## src/rtl/spm_ctrl_if.sv

```systemverilog
// Bus-side handshake bundle for spm_ctrl: start/ready operand request and
// valid/ack product return.
interface spm_ctrl_if #(
    parameter int WIDTH = 32
);
    logic                 start;
    logic [WIDTH-1:0]     a;
    logic [WIDTH-1:0]     b;
    logic                 ready;
    logic                 busy;
    logic [2*WIDTH-1:0]   prod;
    logic                 valid;
    logic                 ack;

    modport master (output start, a, b, ack, input ready, busy, prod, valid);
    modport slave  (input start, a, b, ack, output ready, busy, prod, valid);
endinterface

```

## src/rtl/spm_ctrl.sv

```systemverilog
// Sequencer for the serial-parallel multiplier: clears the array, streams the
// multiplier LSB-first, and assembles the 2*WIDTH serial product.
// Optional macro SPM_CTRL_SIGNED_EN selects two's-complement operation.
module spm_ctrl #(
    parameter int WIDTH = 32,
    parameter int P_LAT = 1
) (
    input  logic             clk,
    input  logic             rst,
    spm_ctrl_if.slave        bus,
    output logic [WIDTH-1:0] spm_x,
    output logic             spm_y,
    output logic             spm_clr,
    input  logic             spm_p
`ifdef SPM_CTRL_SIGNED_EN
    ,
    output logic             signed_mode
`endif
);
    localparam int PW      = 2 * WIDTH;
    localparam int RUN_LEN = PW + P_LAT;
    localparam int CW      = $clog2(RUN_LEN + 1);
    localparam logic [CW-1:0] LAST      = CW'(RUN_LEN - 1);
    localparam logic [CW-1:0] CAP_START = CW'(P_LAT);

    typedef enum logic [1:0] {IDLE, CLEAR, RUN, DONE} state_t;

    state_t            state, state_nx;
    logic [CW-1:0]     cnt;
    logic [WIDTH-1:0]  y_sreg;
    logic [PW-1:0]     p_sreg;
    logic [PW-1:0]     prod_q;
    logic              fill;

`ifdef SPM_CTRL_SIGNED_EN
    // Arithmetic shift keeps replicating b[WIDTH-1], sign-extending the stream.
    assign fill        = y_sreg[WIDTH-1];
    assign signed_mode = 1'b1;
`else
    assign fill = 1'b0;
`endif

    always_ff @(posedge clk) begin
        if (!rst) state <= IDLE;
        else      state <= state_nx;
    end

    always_comb begin
        state_nx = state;
        case (state)
            IDLE:    if (bus.start) state_nx = CLEAR;
            CLEAR:   state_nx = RUN;
            RUN:     if (cnt == LAST) state_nx = DONE;
            DONE:    if (bus.ack) state_nx = IDLE;
            default: state_nx = IDLE;
        endcase
    end

    always_ff @(posedge clk) begin
        if (!rst) begin
            cnt    <= '0;
            y_sreg <= '0;
            p_sreg <= '0;
            prod_q <= '0;
            spm_x  <= '0;
        end else begin
            case (state)
                IDLE: begin
                    if (bus.start) begin
                        spm_x  <= bus.a;
                        y_sreg <= bus.b;
                    end
                end
                CLEAR: cnt <= '0;
                RUN: begin
                    cnt    <= cnt + 1'b1;
                    y_sreg <= {fill, y_sreg[WIDTH-1:1]};
                    // The first P_LAT cycles only fill the SPM pipeline.
                    if (cnt >= CAP_START) p_sreg <= {spm_p, p_sreg[PW-1:1]};
                    if (cnt == LAST)      prod_q <= {spm_p, p_sreg[PW-1:1]};
                end
                default: ;
            endcase
        end
    end

    assign bus.ready = (state == IDLE);
    assign bus.busy  = (state == CLEAR) || (state == RUN);
    assign bus.valid = (state == DONE);
    assign bus.prod  = prod_q;
    assign spm_y     = (state == RUN) && y_sreg[0];
    // Held high through reset so the array is flushed regardless of state.
    assign spm_clr   = !rst || (state == IDLE) || (state == CLEAR);
endmodule
```

## src/flat_wrapper.sv

```systemverilog
// flat-port wrapper written by rule: the top's interface ports become plain ports
module spm_ctrl_flat 
#(
    parameter int WIDTH = 32,
    parameter int P_LAT = 1
)
  (clk, rst, spm_x, spm_y, spm_clr, spm_p, bus_start, bus_a, bus_b, bus_ack, bus_ready, bus_busy, bus_prod, bus_valid);
  spm_ctrl_if #(.WIDTH(WIDTH)) bus_i ();
  input  logic clk;
  input  logic rst;
  output logic [WIDTH-1:0] spm_x;
  output logic spm_y;
  output logic spm_clr;
  input  logic spm_p;
  input wire logic [$bits(bus_i.start)-1:0] bus_start;
  input wire logic [$bits(bus_i.a)-1:0] bus_a;
  input wire logic [$bits(bus_i.b)-1:0] bus_b;
  input wire logic [$bits(bus_i.ack)-1:0] bus_ack;
  output wire logic [$bits(bus_i.ready)-1:0] bus_ready;
  output wire logic [$bits(bus_i.busy)-1:0] bus_busy;
  output wire logic [$bits(bus_i.prod)-1:0] bus_prod;
  output wire logic [$bits(bus_i.valid)-1:0] bus_valid;
  assign bus_i.start = bus_start;
  assign bus_i.a = bus_a;
  assign bus_i.b = bus_b;
  assign bus_i.ack = bus_ack;
  assign bus_ready = bus_i.ready;
  assign bus_busy = bus_i.busy;
  assign bus_prod = bus_i.prod;
  assign bus_valid = bus_i.valid;
  spm_ctrl #(.WIDTH(WIDTH), .P_LAT(P_LAT)) u_core (.clk(clk), .rst(rst), .bus(bus_i), .spm_x(spm_x), .spm_y(spm_y), .spm_clr(spm_clr), .spm_p(spm_p));
endmodule
```

## config.mk

```make
export PLATFORM = sky130hd
export DESIGN_NAME = spm_ctrl_flat
export DESIGN_NICKNAME = d
export VERILOG_FILES = /design/src/rtl/spm_ctrl_if.sv /design/src/rtl/spm_ctrl.sv /design/src/flat_wrapper.sv
export SDC_FILE = /design/constraint.sdc
export NUM_CORES = 1
export LEC_CHECK = 0
export BUFFER_PORTS_ARGS = -buffer_cell sky130_fd_sc_hd__buf_2
export CORE_MARGIN = 2
export CORE_UTILIZATION = 45
export DETAILED_ROUTE_END_ITERATION = 8
export GPL_ROUTABILITY_DRIVEN = 1
export PLACE_DENSITY = 0.68
export SYNTH_ARGS = -nofsm -noshare
export SYNTH_HDL_FRONTEND = slang
export SYNTH_SLANG_ARGS = --single-unit
```

## constraint.sdc

```tcl
create_clock -name clk -period 2.9 [get_ports clk]
set_input_delay 0.435 -clock clk [delete_from_list [all_inputs] [get_ports clk]]
set_output_delay 0.435 -clock clk [all_outputs]
set_load 0.02 [all_outputs]
```

## Word-level counts from Yosys, hierarchy flattened

Index checks and enable logic that the tools add are counted.

- $add $sub $neg: 1
- Order comparisons: 1
- Equality and inequality tests: 7
- Muxes and demuxes: 7
- Reduce and logical (&&, ||, !) cells: 13

Operators with widths:

| kind | count |
|---|---|
| $pmux 32 s2 | 1 |
| $mux 32 | 1 |
| $pmux 7 s2 | 1 |
| $pmux 2 s4 | 1 |
| $reduce_and 2->1 | 4 |
| $add 7x1->7 const B | 1 |
| $eq 7x7->1 const B | 1 |
| $ge 7x1->1 const B | 1 |
| $mux 2 | 3 |
| $eq 2x2->1 const B | 2 |
| $ne 2x2->1 const B | 2 |
| $reduce_bool 2->1 | 2 |
| $logic_or 1x1->1 | 3 |
| $reduce_and 3->1 | 1 |
| $eq 2x1->1 const B | 1 |
| $logic_not 2->1 | 1 |
| $ne 2x1->1 const B | 1 |
| $logic_and 1x1->1 | 1 |
| $logic_not 1->1 | 1 |

- Bits in registers: 201
- Bits of input ports: 69
- Output and inout port bits: 101
- Logic and storage cells: 35

## Depth between registers and ports, before layout

Gate-level depths: netlist of run 1.

- Word-level depth: 3
- Depth in mapped cells: 8

## Least setup slack after synthesis of run 1

Ideal clock, no wire load.

- Path kind: reg2out
- From: reg u_core.state[0]
- To: out spm_y
- Data arrival time: 1.606 ns
- Required time: 2.465 ns
- Setup slack: 0.859 ns
- Stages on the path, launching flop included: 7
- Path buffers: 3
- Cells stage by stage: dfxtp_1 -> inv_1 -> ha_1 -> clkbuf_1 -> buf_2 -> buf_2 -> and2_1

- Word-level cells in the longest chain between the ends: 2

Ends and longest elaborated chain:

| element | line | source |
|---|---|---|
| start, declared | spm_ctrl.sv:28 | `state_t state, state_nx;` |
| start signal, assigned | spm_ctrl.sv:45 | `else state <= state_nx;` |
| $eq 2x2->1 | spm_ctrl.sv:91 | `assign spm_y = (state == RUN) && y_sreg[0];` |
| $logic_and 1x1->1 | spm_ctrl.sv:91 |  |
| end, declared | flat_wrapper.sv:12 | `output logic spm_y;` |

No other way between the ends.

## Final worst setup path of run 1

Ends and elaborated chain as after synthesis.

==> results.md, run 1 <==
* CTS buffer count at 17
* Status: finished clean
* Synth Area in XOR/XNOR at 0.00326
* WL per Instance at 13.8 µm
* Clock share of power at 0.353
* GP Congestion at 0.728
* Share of layout cells above drive strength 1 at 0.229
* Post-synthesis adder-cell area fraction at 0.0124
* Hpwl dp at around 11000 µm
* Post-CTS Setup Bufs at 0
* Final TNS setup at 0 ns
* Final Critical Period at approximately 2.5 ns
* CTS H-tree depth at 4
* Final setup fails at 0
* Startpoint Class: flop
* Worst Path Max Fanout at 20
* Initial DRC count at 219
* Worst-skew pair later-pin latency at 0.43 ns
* Total global routing overflow at 0
* Via density at 5.13
* Seq/Total Area, Yosys at 0.496
* Worst IR Drop VDD at 0.000475 V
* Int Power at 4780 µW
* Worst slew margin at 0.587
* CP delay by family, top: buffers and inverters
* Fillers at ~1600
* Avg Inst Size Synth at around 9.6 µm²
* Sw Pwr at between 1500 and 2000 µW
* Multiplexer area fraction after synthesis at 0.119
* CORE AREA at approximately 0.017 mm²
* Final core occ at 0.549
* Die Ht at roughly 140 µm
* DRT Wirelength at around 17000 µm
* CP Data Arrival Time at 2.06 ns
* Final Hold Viols at 0
* Antenna diode count at 0
* CTS sink count at 200
* Distinct cells, synth at 34
* Worst-margin pin slew at a little over 0.6 ns
* Die Footprint at about 0.019 mm²
* Critical path class: reg2out
* Lkg Pwr at 0.00448 µW
* Worst R2R Setup Slack at 0.73 ns
* RSZ-0062 raised after global routing: false
* Cts hold-fix bufs at 0
* Synth Warn # at 0
* Critical-path cell list: inv_1 > ha_2 > buf_4 > and2_1 > buf_2
* Worst Skew at 0.0121 ns
* Stages on the worst setup path at 5
* Vias in the first global route at between 5000 and 6000
* Syn_nets at between 900 and 1000
* Largest net degree at the start of global routing at a little over 70
* Slowest cell on the critical path: ha_2
* Synth Register Bits at 200
* Gr usage total at 0.175
* Ranking of synthesized cells by area: dfxtp_1, mux2i_1, nand2_1
* Initial antenna violation count at 0
* Switching part of the total at 0.287
* CP peak stage delay at between 0.4 and 0.5 ns
* Layout area overhead at 18.5%
* Num ports at 170
* Die W at roughly 140 µm
* Power Dens Cells at approximately 700 mW/mm²
* Root buf cell: clkbuf_16
* Post_cts resized at 0
* Row count at 48
* DR pass1 iterations at 4
* Drt drc at 0
* Routed vias at between 6000 and 7000
* Worst Path Required at between 2 and 2.5 ns
* Max-Cap Viols at 0
* Worst hold path depth at 3
* Comb pwr share at 0.185
* Port Buf Inserts at between 150 and 200
* Worst Hold Slack at around 0.25 ns
* Post-Syn Area at 0.00807 mm²
* Fmax at 401 MHz
* CTS clk-pin slew, worst paths at about 0.070 ns
* Post-route ant nets at 0
* First-pass GRT wire length at approximately 27000 µm
* FF-to-FF path depth at 6
* Post-synthesis compound-gate area fraction at 0.182
* Max-slew violations at 0
* Post-synth top area cell: dfxtp_1
* Sequential power share at 0.461
* Top-area cell type share of the netlist area at 0.496
* CP Buf/Inv Count at 3
* CTS tree: yes
* Net count, final at ~1100
* Critical Path Sink Type: output pin
* Synth Instances at about 840
* Clock Path Buffers at 2
* Initial core utilization at 0.463
* Worst Hold Class: in2reg
* Simple-Gate Fraction of Synth Area at 0.134
* Final period util at 0.860
* Main combinational cell family by area after synthesis: compound AO/OA/AOI/OAI gates
## power by group through the flow
| stage | Sequential, µW | Clock [µW] | Combinational (µW) |
|---|---|---|---|
| after detailed placement | 3160 | 0 | 1250 |
| after global routing | 3120 | 2550 | 1380 |
| after global placement | 3150 | 0 | 1240 |
| final | 3090 | 2370 | 1240 |
| after floorplan | 3220 | 0 | 862 |
| after CTS | 3090 | 2440 | 1260 |
## path summary, 6_finish.rpt
| path | endpoint | startpoint |
|---|---|---|
| worst max-delay path | spm_y | u_core.state[0] |
| worst min-delay path | u_core.spm_x[12] | bus_a[12] |
| worst max register to register | u_core.p_sreg[18] | u_core.cnt[1] |
| worst min register to register | u_core.spm_x[14] | u_core.spm_x[14] |
## tightest hold or removal path, cell delays in order
cell and delay (ns):
buf_2 0.09, nand2_1 0.04, a21boi_0 0.06
## registers in the layout, summed over array words and instances (netlist names)
signal and flops:
u_core.spm_x 32, u_core.p_sreg 63, u_core.state 2, u_core.y_sreg 32, u_core.cnt 7, u_core.bus.prod 64
## cells by family (layout without fill, tap and decap cells)
kind of cell	Yosys count	count (layout)
buffers and inverters	82	224
AND/OR/NAND/NOR	251	251
multiplexers	96	96
flip-flops	200	200
adder cells (fa/ha/maj)	8	8
AO/OA/AOI/OAI	204	204
XOR/XNOR	3	3
## area by class of cell
type / instances / area [µm²] / area share
inverters: 7 / 26.3 / 0.00275
repair buffers: 185 / 1010 / 0.105
clock buffers: 17 / 425 / 0.0445
well taps: 225 / 282 / 0.0294
multi-input cells: 562 / 3650 / 0.382
flip-flops and latches: 200 / 4000 / 0.419
clock inverters: 15 / 166 / 0.0174
## metal layers
layer  GRT usage  share of wire  wire (µm)
met1       0.230           0.48       7980
met2       0.276           0.44       7350
met3      0.0614          0.072       1190
met4      0.0448         0.0087        145
met5           0              0          0
## layout by cell type (no fill, tap or decap), types with 17 or more instances in the layout
cell type and instances:
a21boi_0 62, mux2i_1 95, o211a_1 31, nand2_1 166, buf_2 168, dfxtp_1 200, nand3_1 66, clkbuf_16 17
a21boi_1 36, o21ai_0 68
## cell usage after synthesis (all sizes together)
library cell  number
mux2i             95
nand2            166
buf               19
or3                2
and3               1
nand4              2
o211a             31
mux2               1
ha                 8
a21oi              2
o41ai              1
or4                2
dfxtp            200
or3b               1
clkbuf            56
o21ai             69
nand3             67
xor2               3
inv                7
nor2               3
nor4               1
nor2b              2
and2               4
o21ba              1
a21boi            98
a2111oi            1
o32ai              1
## metrics by stage
stage          cell area (µm²)  power (µW)  std cells  setup slack, ns
2_1_floorplan             8070        4090        844            0.859
3_3_place_gp              8970        4390       1179            0.790
3_5_place_dp              8970        4410       1179            0.719
4_1_cts                   9560        6790       1211            0.369
5_1_grt                   9560        7050       1211            0.278
6_report                  9560        6700       1211            0.405
Power figures use the tool's default switching activity.
==> run 2, diff against run 1 <==
- ABC_AREA: unset -> 1
==> run 2 against run 1 <==
- utilization shrank 0.96 points
- sequential share of layout area shrank 0.27 points
- routed wire length grew 2.2%
- sequential power grew 9.7%
- register-to-register slack gained 0.08 ns
- first-iteration DRC count grew 27%
- synthesized area grew 0.93%
- worst hold slack gained 0.0023 ns
- final cell count grew 26%
- fmax grew 6.4%
- total power grew 14%
- die area grew 0.91%
==> results.md, run 2 <==
* Status: finished clean (unchanged)
* Final Hold Viols at 0 (unchanged)
* Post_cts resized at 0 (unchanged)
* Final setup fails at 0 (unchanged)
* Synth Instances at 1157 (was 844)
* Via density at 4.67 (was 5.13)
* Post-synth top area cell: dfxtp_1 (unchanged)
* Worst-skew pair later-pin latency at 0.43 ns (about the same)
* Critical path class: reg2out (unchanged)
* Net count, final at 1360 (was 1050)
* Drt drc at 0 (unchanged)
* Max reg flops at 64 (unchanged)
* Lkg Pwr at 0.00450 µW (was 0.00448 µW)
* Row count at 49 (was 48)
* RSZ-0062 raised after global routing: false (unchanged)
* Final period util at 0.809 (was 0.860)
* Gr usage total at 0.176 (was 0.175)
* Hpwl dp at 10500 µm (was 10700 µm)
* Cts hold-fix bufs at 0 (unchanged)
* Worst-margin pin slew at 0.694 ns (was 0.620 ns)
* CTS tree: yes (unchanged)
* Top cells by count, synth: nor2_1, nand2_1, dfxtp_1 (was dfxtp_1, nand2_1, mux2i_1)
* Post-route ant nets at 0 (unchanged)
* CORE AREA at 0.0178 mm² (was 0.0174 mm²)
* Most common cell after layout, fill and taps aside: nor2_1 (was dfxtp_1)
* Final core occ at 0.539 (was 0.549)
* Max-slew violations at 0 (unchanged)
* Final TNS setup at 0 ns (unchanged)
* Power, Total at 7630 µW (was 6700 µW)
* Worst Path Required at 2.47 ns (about the same)
* CTS clk-pin slew, worst paths at 0.07 ns (about the same)
* Ranking of synthesized cells by area: dfxtp_1, nor2_1, nand2_1 (was dfxtp_1, mux2i_1, nand2_1)
* CTS buffer count at 17 (unchanged)
* CTS sink count at 200 (unchanged)
* Fin cells at 1525 (was 1211)
* Distinct cells, synth at 20 (was 34)
* Layout area overhead at 18.2% (was 18.5%)
* First-pass GRT wire length at 28800 µm (was 27300 µm)
* Synth Warn # at 0 (unchanged)
* Dominant synthesized flop cell: dfxtp_1 (unchanged)
* Largest net degree at the start of global routing at 129 (was 72)
* CP Data Arrival Time at 1.91 ns (was 2.06 ns)
* Die Ht at 139 µm (was 138 µm)
* Initial antenna violation count at 0 (unchanged)
* Most frequent cells in the layout: nor2_1, nand2_1, dfxtp_1 (was dfxtp_1, buf_2, nand2_1)
* Final instance area at 0.00962 mm² (was 0.00956 mm²)
* Root buf cell: clkbuf_16 (unchanged)
* Antenna diode count at 0 (unchanged)
* Synth Register Bits at 200 (unchanged)
* CTS H-tree depth at 4 (unchanged)
* Initial core utilization at 0.456 (was 0.463)
* Seq/Total Area, Yosys at 0.492 (was 0.496)
* Max-Cap Viols at 0 (unchanged)
* Async S/R FF share, synth at 0 (unchanged)
* Port Buf Inserts at 169 (unchanged)
* Worst Path Max Fanout at 59 (was 20)
* Final Critical Period at 2.35 ns (was 2.50 ns)
* Worst Hold Class: in2reg (unchanged)
* Startpoint Class: flop (unchanged)
* Vias in the first global route at 6367 (was 5730)
* Fmax at 426 MHz (was 401 MHz)
* Top-area cell type share of the netlist area at 0.492 (was 0.496)
* Worst slew margin at 0.536 (was 0.587)
* Syn_nets at 1234 (was 921)
* GP Congestion at 0.773 (was 0.728)
* Worst Skew at 0.00871 ns (was 0.0121 ns)
* Num ports at 170 (unchanged)
* Routed vias at 7124 (was 6207)
* Total global routing overflow at 0 (unchanged)
* Post-Syn Area at 0.00814 mm² (was 0.00807 mm²)
* DRT Wirelength at 17000 µm (was 16700 µm)
* Share of layout cells above drive strength 1 at 0.169 (was 0.229)
* Post-synth EDFFs at 0 (unchanged)
* Post-CTS Setup Bufs at 0 (unchanged)
* Clock Path Buffers at 2 (unchanged)
* Top-count cell post-synth: nor2_1 (was dfxtp_1)
* Avg Inst Size Synth at 7.04 µm² (was 9.56 µm²)
* Dpl cells at 1493 (was 1179)
* Die Footprint at 0.0192 mm² (was 0.0190 mm²)
* Worst IR Drop VDD at 0.000441 V (was 0.000475 V)
* Die W at 139 µm (was 138 µm)
* Power Dens Cells at 793 mW/mm² (was 701 mW/mm²)
* Area after DPL at 0.00908 mm² (was 0.00897 mm²)
* DR pass1 iterations at 4 (unchanged)
* WL per Instance at 11.2 µm (was 13.8 µm)
* Critical Path Sink Type: output pin (unchanged)
* Initial DRC count at 278 (was 219)
==> run 2: cell types whose count changed after synthesis, sizes merged, moves of 35 or more <==
cell    delta
nand3     +35
buf       +36
inv       +79
mux2i     -95
nor2     +333
nand2    +107
clkbuf    -37
a21boi    -98
==> run 2: logic make-up (layout without fill, tap and decap cells) <==
group,count (synthesis),in the layout,synth area share
AO/OA/AOI/OAI,74,74,0.0662
adder cells (fa/ha/maj),8,8,0.0123
buffers and inverters,160,299,0.0827
flip-flops,200,200,0.492
AND/OR/NAND/NOR,715,715,0.347
==> run 2: final timing paths <==
path | from | end | slack (ns) | cells past startpoint
max | u_core.state[0] | spm_y | 0.55 | 6
min | bus_a[18] | u_core.spm_x[18] | 0.25 | 3
max reg2reg | u_core.state[1] | u_core.y_sreg[23] | 0.81 | 6
min reg2reg | u_core.bus.prod[22] | u_core.bus.prod[22] | 0.48 | 2
==> run 2: worst max-delay path, stage by stage (launching register included) <==
cell     delay, ns
dfxtp_1       0.34
inv_1         0.14
ha_4          0.16
buf_4         0.49
nand2_1       0.12
inv_1         0.07
buf_2         0.15
==> run 2: cell type report <==
| type | instances | area, µm² |
|---|---|---|
| Clock buffer | 17 | 425 |
| Clock inverter | 15 | 119 |
| Fill cell | 1786 | 8220 |
| Inverter | 86 | 323 |
| Multi-Input combinational cell | 797 | 3490 |
| Sequential cell | 200 | 4000 |
| Tap cell | 229 | 287 |
| Timing Repair Buffer | 181 | 976 |
==> run 2: metrics by stage <==
step | hold WS (ns) | setup WS (ns)
floorplan | 0.455 | 1.19
global placement | 0.457 | 0.854
detailed placement | 0.465 | 0.808
CTS | 0.237 | 0.521
global route | 0.263 | 0.408
finish | 0.250 | 0.555
==> run 2: power by group <==
part	internal, µW	leakage (µW)	switching [µW]
clock network	1120	0.000268	1090
registers	3170	0.00163	215
logic	688	0.00260	1350
==> run 2: layer usage <==
| metal | up-vias | part of all wire | GRT usage |
|---|---|---|---|
| met5 | - | 0 | 0 |
| met4 | 0 | 0.012 | 0.0612 |
| met1 | 3164 | 0.49 | 0.225 |
| met3 | 18 | 0.048 | 0.0414 |
| met2 | 133 | 0.45 | 0.293 |
| li1 | 3809 | - | - |
